<file path="src/rtl/operand_loader_pkg.sv">
// operand_loader_pkg: shared states and constants for the operand loader.
package operand_loader_pkg;
  typedef enum logic [2:0] {IDLE, OP1, OP2, CSUM, HOLD} ol_state_t;
  localparam logic [3:0] OL_HDR_TAG = 4'hA;
  localparam logic OL_OP_ADD = 1'b1;
  localparam logic OL_OP_SUB = 1'b0;
endpackage

</file>
<file path="src/rtl/operand_loader_csum.sv">
// operand_loader_csum: running XOR of header and operand bytes, compared against the trailing checksum byte.
module operand_loader_csum (
  input  logic       clk,
  input  logic       rst,
  input  logic       i_clr,
  input  logic       i_en,
  input  logic [7:0] i_data,
  output logic       o_match
);
  logic [7:0] r_xor;
  always_ff @(posedge clk or negedge rst)
    if (!rst) r_xor <= '0;
    else if (i_clr) r_xor <= i_data;
    else if (i_en) r_xor <= r_xor ^ i_data;
  assign o_match = r_xor == i_data;
endmodule

</file>
<file path="src/rtl/operand_loader.sv">
// operand_loader: parses header + two big-endian operands from a byte stream into a held add/sub command.
// Define OPERAND_LOADER_CHECKSUM_EN to require a trailing XOR checksum byte before the command is presented.
module operand_loader
  import operand_loader_pkg::*;
#(
  parameter int DATA_W = 32
) (
  input  logic              clk,
  input  logic              rst,
  input  logic [7:0]        in_data,
  input  logic              in_valid,
  output logic              in_ready,
  output logic [DATA_W-1:0] operand1,
  output logic [DATA_W-1:0] operand2,
  output logic              op_sel,
  output logic              out_valid,
  input  logic              out_ready,
  output logic              err
);
  localparam int NB = DATA_W / 8;
  localparam int CW = NB > 1 ? $clog2(NB) : 1;
`ifdef OPERAND_LOADER_CHECKSUM_EN
  localparam ol_state_t OP2_DONE = CSUM;
`else
  localparam ol_state_t OP2_DONE = HOLD;
`endif
  ol_state_t r_state, w_next;
  logic [CW-1:0] r_cnt;
  logic [DATA_W-1:0] r_op1, r_op2;
  logic r_op_sel, r_vld, r_err;
  logic w_acc, w_last, w_hdr_ok, w_err;
  assign in_ready = !r_vld;
  assign w_acc = in_valid && in_ready;
  assign w_last = r_cnt == CW'(NB - 1);
  assign w_hdr_ok = in_data[7:4] == OL_HDR_TAG;
  assign operand1 = r_op1;
  assign operand2 = r_op2;
  assign op_sel = r_op_sel;
  assign out_valid = r_vld;
  assign err = r_err;
`ifdef OPERAND_LOADER_CHECKSUM_EN
  logic w_match;
  operand_loader_csum u_csum (
    .clk    (clk),
    .rst    (rst),
    .i_clr  (w_acc && r_state == IDLE && w_hdr_ok),
    .i_en   (w_acc && (r_state == OP1 || r_state == OP2)),
    .i_data (in_data),
    .o_match(w_match)
  );
`endif
  always_comb begin
    w_next = r_state;
    w_err = 1'b0;
    case (r_state)
      IDLE: begin
        w_next = w_acc && w_hdr_ok ? OP1 : IDLE;
        w_err = w_acc && !w_hdr_ok;
      end
      OP1: w_next = w_acc && w_last ? OP2 : OP1;
      OP2: w_next = w_acc && w_last ? OP2_DONE : OP2;
`ifdef OPERAND_LOADER_CHECKSUM_EN
      CSUM: begin
        w_next = !w_acc ? CSUM : w_match ? HOLD : IDLE;
        w_err = w_acc && !w_match;
      end
`endif
      HOLD: w_next = out_ready ? IDLE : HOLD;
      default: w_next = IDLE;
    endcase
  end
  always_ff @(posedge clk or negedge rst) begin
    if (!rst) begin
      r_state <= IDLE;
      r_cnt <= '0;
      r_op1 <= '0;
      r_op2 <= '0;
      r_op_sel <= 1'b0;
      r_vld <= 1'b0;
      r_err <= 1'b0;
    end else begin
      r_state <= w_next;
      r_vld <= w_next == HOLD;
      r_err <= w_err;
      if (w_acc && r_state == IDLE && w_hdr_ok) begin
        r_op_sel <= in_data[0];
        r_cnt <= '0;
      end
      if (w_acc && (r_state == OP1 || r_state == OP2))
        r_cnt <= w_last ? '0 : r_cnt + 1'b1;
      if (w_acc && r_state == OP1) r_op1 <= (r_op1 << 8) | DATA_W'(in_data);
      if (w_acc && r_state == OP2) r_op2 <= (r_op2 << 8) | DATA_W'(in_data);
    end
  end
endmodule

</file>
<file path="config.mk">
export PLATFORM = sky130hd
export DESIGN_NAME = operand_loader
export DESIGN_NICKNAME = d
export VERILOG_FILES = /design/src/rtl/operand_loader_pkg.sv /design/src/rtl/operand_loader_csum.sv /design/src/rtl/operand_loader.sv
export SDC_FILE = /design/constraint.sdc
export NUM_CORES = 1
export LEC_CHECK = 0
export CORE_ASPECT_RATIO = 1.5
export CORE_MARGIN = 5
export CORE_UTILIZATION = 47
export CTS_CLUSTER_SIZE = 40
export DETAILED_ROUTE_END_ITERATION = 16
export PLACE_DENSITY = 0.79
export SETUP_SLACK_MARGIN = 0.5
export SYNTH_ARGS = -nofsm -noshare
export SYNTH_HDL_FRONTEND = slang
export SYNTH_HIERARCHICAL = 1
export SYNTH_SLANG_ARGS = --single-unit
export TNS_END_PERCENT = 50
</file>
<file path="constraint.sdc">
create_clock -name clk -period 2.2 [get_ports clk]
set_input_delay 0.44 -clock clk [delete_from_list [all_inputs] [get_ports clk]]
set_output_delay 0.44 -clock clk [all_outputs]
set_load 0.02 [all_outputs]
</file>
* Yosys cells after proc, flatten, opt, wreduce, memory -nomap -nowiden *
Cells that the tools add are included.
W data, S select, Z words.

word-level totals
  register bits after elaboration = 72
  bits of input ports = 12
  logic and storage cells = 39

operators by class
  $add $sub $neg = 1
  equal/unequal tests = 6
  muxes and demuxes = 9
  bitwise logic cells = 2
  reduce and logical (&&, ||, !) cells = 14

operators by type and width
  operator               number
  $or A32 B8 Y32         2
  $pmux W3 S4            1
  $logic_and A1 B1 Y1    9
  $mux W2                4
  $eq A3 B3 Y1 const B   2
  $mux W3                2
  $eq A4 B4 Y1 const B   1
  $eq A3 B1 Y1 const B   1
  $eq A3 B2 Y1 const B   1
  $logic_not A3 Y1       1
  $add A2 B1 Y2 const B  1
  $eq A2 B2 Y1 const B   1
  $logic_not A1 Y1       2
  $mux W1                2
  $reduce_bool A2 Y1     1
  $logic_or A1 B1 Y1     1

* Depth between registers and ports, before layout *
  word-level depth = 6
  gate-level depth with buffers = 5
  mapped depth without buffers = 4

* Worst setup path after synthesis *
OpenSTA, ideal clock, no wires.

  kind = register -> register
  from = register r_vld (netlist: out_valid)
  to = register r_op2[10] (netlist: operand2[10])
  library setup time = 125 ps
  arrival = 1594 ps
  data required time = 2075 ps
  slack = 482 ps
  stages on the path, launching flop included = 5
  clock period less this slack = 1718 ps
  path through = dfrtp_1 -> nand2b_1 -> nor3_4 -> buf_4 -> mux2_2

between the ends
  cells in the longest elaborated chain, start to end = 3

ends and longest elaborated chain
  what                      line                  RTL
  start: declaration        operand_loader.sv:30  logic r_op_sel, r_vld, r_err;
  start signal: assignment  operand_loader.sv:79  r_vld <= 1'b0;
  start signal: assignment  operand_loader.sv:83  r_vld <= w_next == HOLD;
  $logic_not A1 Y1          operand_loader.sv:32  assign in_ready = !r_vld;
  $logic_and A1 B1 Y1       operand_loader.sv:33  assign w_acc = in_valid && in_ready;
  $logic_and A1 B1 Y1       operand_loader.sv:92  if (w_acc && r_state == OP2) r_op2 <= (r_op2 << 8) | DATA_W'(in_data);
  end signal: assignment    operand_loader.sv:92
  end: declaration          operand_loader.sv:29  logic [DATA_W-1:0] r_op1, r_op2;

Every way passes these cells.
A chain may end at the register's enable or synchronous reset.

* Worst setup path in the final report *
  from = register r_err (netlist: err)
  to = output port err

RTL lines
  what                      line                  RTL
  start: declaration        operand_loader.sv:30
  start signal: assignment  operand_loader.sv:84  r_err <= w_err;
  end: declaration          operand_loader.sv:18  output logic err

No word-level cell between the ends.

==> results <==
- Setup repair after global routing could not meet its margin everywhere.
- Synthesis instantiated 29 different standard cells from the library.
- Synthesis produced a netlist with a net count of 185.
- For this run, the share of the core covered by cells in the final layout is 68.0%.
- STA classifies the critical path startpoint as a register.
- The origin of the critical flop-to-flop path is out_valid$_DFF_PN0_.
- For this design the static power due to leakage is 2.33 nW.
- The count of pins over their slew limit is 0.
- Once the floorplan was initialized, standard cells occupied 48.6% of the core.
- After floorplanning, the core was sized to cover 0.00587 mm2.
- The repair_antennas step left the layout with diodes totalling 0.
- The endpoint type of the worst setup path is an output port.
- The final layout contains 273 nets.
- Summing all placed instances gives a cell area of 0.00374 mm2.
- In this run the cell area of the synthesized design comes to 0.00285 mm2.
- The headroom to the max-slew limit is 64.2%.
- On the worst path, the slowest cell contributes a delay of 0.61 ns.
- The pin count of the biggest net entering global routing is 42.
- The clock tree buffer depth is 2.
- The post-CTS setup buffer count is 0.
- After global routing the overflow that remains totals 0.
- The worst setup path is of the reg2out kind.
- Between clock sinks in the finished design, the worst skew comes to 0.0106 ns.
- After legalization and detailed placement, the total HPWL measured 4140 um.
- The number of iterations in the first detailed-routing pass is 4.
- In the final routed layout, each cell accounts on average for 16.8 um.
- The count of fill cells added during filler insertion is 437.
- The overall via count from detail_route is 1714.
- The DRC violations left is 0.
- The CTS tree is yes.
- The worst hold path belongs to the class in2async.
- The number of global-route vias before repair is 1757.
- In this run the clock root is driven by a sky130_fd_sc_hd__clkbuf_8.
- The initial antenna violation count is 0.
- Setup violations remaining at the end of the flow were counted as 0.
- Synthesis produced a netlist whose cell count is 172.
- The flow ran to the end, and the final reports show no timing, DRC or antenna violations.
- At the pin with the least slew margin, the transition time is 0.537 ns.
- In this run the critical register-to-register path is captured at operand2[11]$_DFFE_PN0P_.
- Across the whole layout, storage elements account for 0.00180 mm2.
- For this design the ratio of total power to cell area is 1390 mW/mm2.
- Among all stages on the critical path, the largest delay is contributed by sky130_fd_sc_hd__clkdlybuf4s50_1.
- Among cell families on the critical path, the largest total delay comes from buffers and inverters.
- The count of standard-cell rows is 34.
- The depth of the most critical reg-to-reg path is 5.
- The overall track demand over capacity in global routing is 15.7%.
- The number of hold violations in the final report is 0.
- The smallest clock period supported by the final layout is computed as 1.70 ns.
- STA puts the critical path data required time at 1.76 ns.
- The die covers 0.00776 mm2.
- The synthesis-to-finish area growth is 40.0%.
- In this run the tool buffered the top-level ports with 79 buffer cells.
- Of all nets on the critical path, the largest fanout is 1.
- For this block, the initial DRC count from the detailed router was 86.
- The overall die width is 73.6 um.
- For the worst-skew pair, the clock arrives at the later sink with an insertion delay of 0.34 ns.
- The warning count from the yosys run is 6.
- Clock tree synthesis found a total of 72 sinks.
- The tool flagged a number of max-cap violations equal to 0.
- The I/O pin total is 80.
- The die is 105 um tall.
- The number of buffers and inverters on the critical path is 1.
- Buffers inserted during clock tree synthesis total 9.
- The share of layout cells above drive strength 1 is 32.8%.
- The data arrival time at the worst-slack endpoint is 1.26 ns.
- The sum of negative setup slack is 0 ns.
- The post-route cell area is 0.00399 mm2.
- The total of flip-flops plus latches after synthesis is 72.
- After detailed routing, the total wire length is 5650 um.
- The ratio of routed vias to standard cells is 5.09.
- After synthesis, flip-flops and latches occupy 63.2% of the total area.
- The share of the cycle needed by the critical path after routing is 77.2%.
- The worst-case vdd ir drop is 0.793 mV.
- The first global-routing pass estimated 9250 um of wire.
- The clock edge transition at the registers on the reported setup and hold paths is 0.07 ns.
- The weighted congestion at the end of routability-driven global placement is 0.848.
- The signal on the critical path passes through clkdlybuf4s50_1.
- Once detail routing completed, the nets flagged for antenna violations numbered 0.
- A synthesized cell averages 16.6 um2.
- The hold buffer count at CTS is 0.
- Setup slack on the worst reg-to-reg path comes out at 0.58 ns.
- The H-tree depth is 3.
- Summing all multi-input logic gate instances after layout gives 996 um2.
- The peak clock frequency supported by timing is 0.589 GHz.
==> state kept, by name (all words and copies together), names as in the netlist <==
register	cells
operand1	32
operand2	32
r_state	3
r_cnt	2
err	1
op_sel	1
out_valid	1
==> cells by family after synthesis <==
logic type | count (synthesis) | synth area share [%]
DFF | 72 | 63.2
muxes | 65 | 26.4
and+or+nand+nor | 17 | 5.13
AOI/OAI and AO/OA | 8 | 2.19
buffers and inverters | 9 | 2.63
adders and majority gates | 1 | 0.439
==> cells in the mapped netlist, drive strengths merged <==
cell / n / area [um2]
inv: 2 / 7.51
nor3b: 2 / 15.0
nand3b: 1 / 7.51
nor2: 2 / 7.51
o21a: 2 / 15.0
o21ai: 1 / 5.00
a32o: 2 / 20.0
or4b: 1 / 10.0
a21oi: 1 / 5.00
nand2b: 2 / 20.0
nor4bb: 1 / 10.0
a31o: 1 / 8.76
nor3: 2 / 21.3
or3: 2 / 13.8
dfrtp: 72 / 1800
nor4b: 1 / 23.8
o32ai: 1 / 8.76
buf: 7 / 67.6
and3: 1 / 6.26
mux2: 65 / 754
ha: 1 / 12.5
nand3: 1 / 5.00
nand2: 1 / 6.26
==> layer usage <==
metal	routed length, um	part of all wire (%)	track usage, %	vias up
met5	0	0	0	-
met4	81	1.4	5.83	0
met3	312	5.5	4.86	7
met2	3100	55	26.0	48
met1	2160	38	19.0	864
li1	-	-	-	795
==> worst reg2reg max path: stages (launching register included) <==
cell and delay (ns):
sky130_fd_sc_hd__dfrtp_1 0.46, sky130_fd_sc_hd__nand2b_1 0.19, sky130_fd_sc_hd__buf_4 0.15, sky130_fd_sc_hd__nor3_4 0.14
sky130_fd_sc_hd__buf_12 0.21, sky130_fd_sc_hd__mux2_2 0.37
==> cells in the final DEF (no fill, tap or decap), types with 2 or more instances in the layout <==
cell                              count
sky130_fd_sc_hd__buf_4                3
sky130_fd_sc_hd__o21a_1               2
sky130_fd_sc_hd__a32o_1               2
sky130_fd_sc_hd__dlymetal6s2s_1      34
sky130_fd_sc_hd__mux2_4               6
sky130_fd_sc_hd__nor2_1               2
sky130_fd_sc_hd__inv_1                2
sky130_fd_sc_hd__clkdlybuf4s50_1     10
sky130_fd_sc_hd__clkbuf_8            12
sky130_fd_sc_hd__nor3b_1              2
sky130_fd_sc_hd__dlygate4sd2_1       34
sky130_fd_sc_hd__mux2_1               8
sky130_fd_sc_hd__buf_12               3
sky130_fd_sc_hd__dfrtp_1             72
sky130_fd_sc_hd__clkinvlp_4           3
sky130_fd_sc_hd__mux2_2              51
==> cell type report <==
class	instances	share of cell area (%)
repair buffers	84	22.7
clock buffers	12	4.14
well taps	72	2.26
flip-flops and latches	72	45.1
inverters	2	0.188
multi-input cells	91	24.9
clock inverters	4	0.689
==> through the flow <==
| step | power, mW | cells | hold slack (ns) | worst slack (ns) |
|---|---|---|---|---|
| 4_1_cts | 5.69 | 337 | 0.0816 | 0.419 |
| 3_3_place_gp | 4.82 | 321 | 0.451 | 0.154 |
| 6_report | 5.54 | 337 | 0.0840 | 0.502 |
| 3_5_place_dp | 4.90 | 321 | 0.455 | 0.126 |
| 2_1_floorplan | 3.61 | 172 | 0.144 | 0.533 |
| 5_1_grt | 5.89 | 337 | 0.118 | 0.445 |
==> power by group <==
part	internal [mW]	switching, mW	total (mW)
Sequential	1.86	0.365	2.23
Combinational	1.19	1.17	2.36
Clock	0.499	0.460	0.960
Total	3.55	1.99	5.54
==> what timing repair did <==
| action | 4_1_cts | 5_1_grt |
|---|---|---|
| gates resized for setup | 34 | 37 |
| endpoints found under the setup margin | 69 | 72 |
| gates cloned | 0 | 0 |
==> worst max path at each step <==
stage,start,endpoint,slack (ns),cells past startpoint
2_1_floorplan,out_valid$_DFF_PN0_,operand2[10]$_DFFE_PN0P_,0.53,4
3_3_place_gp,in_valid,operand2[30]$_DFFE_PN0P_,0.15,4
3_5_place_dp,in_data[7],op_sel$_DFFE_PN0P_,0.13,4
4_1_cts,operand2[13]$_DFFE_PN0P_,operand2[13],0.42,1
5_1_grt,in_valid,operand2[9]$_DFFE_PN0P_,0.45,6
6_report,err$_DFF_PN0_,err,0.50,1
No activity file was read; power rests on OpenSTA's default activity.
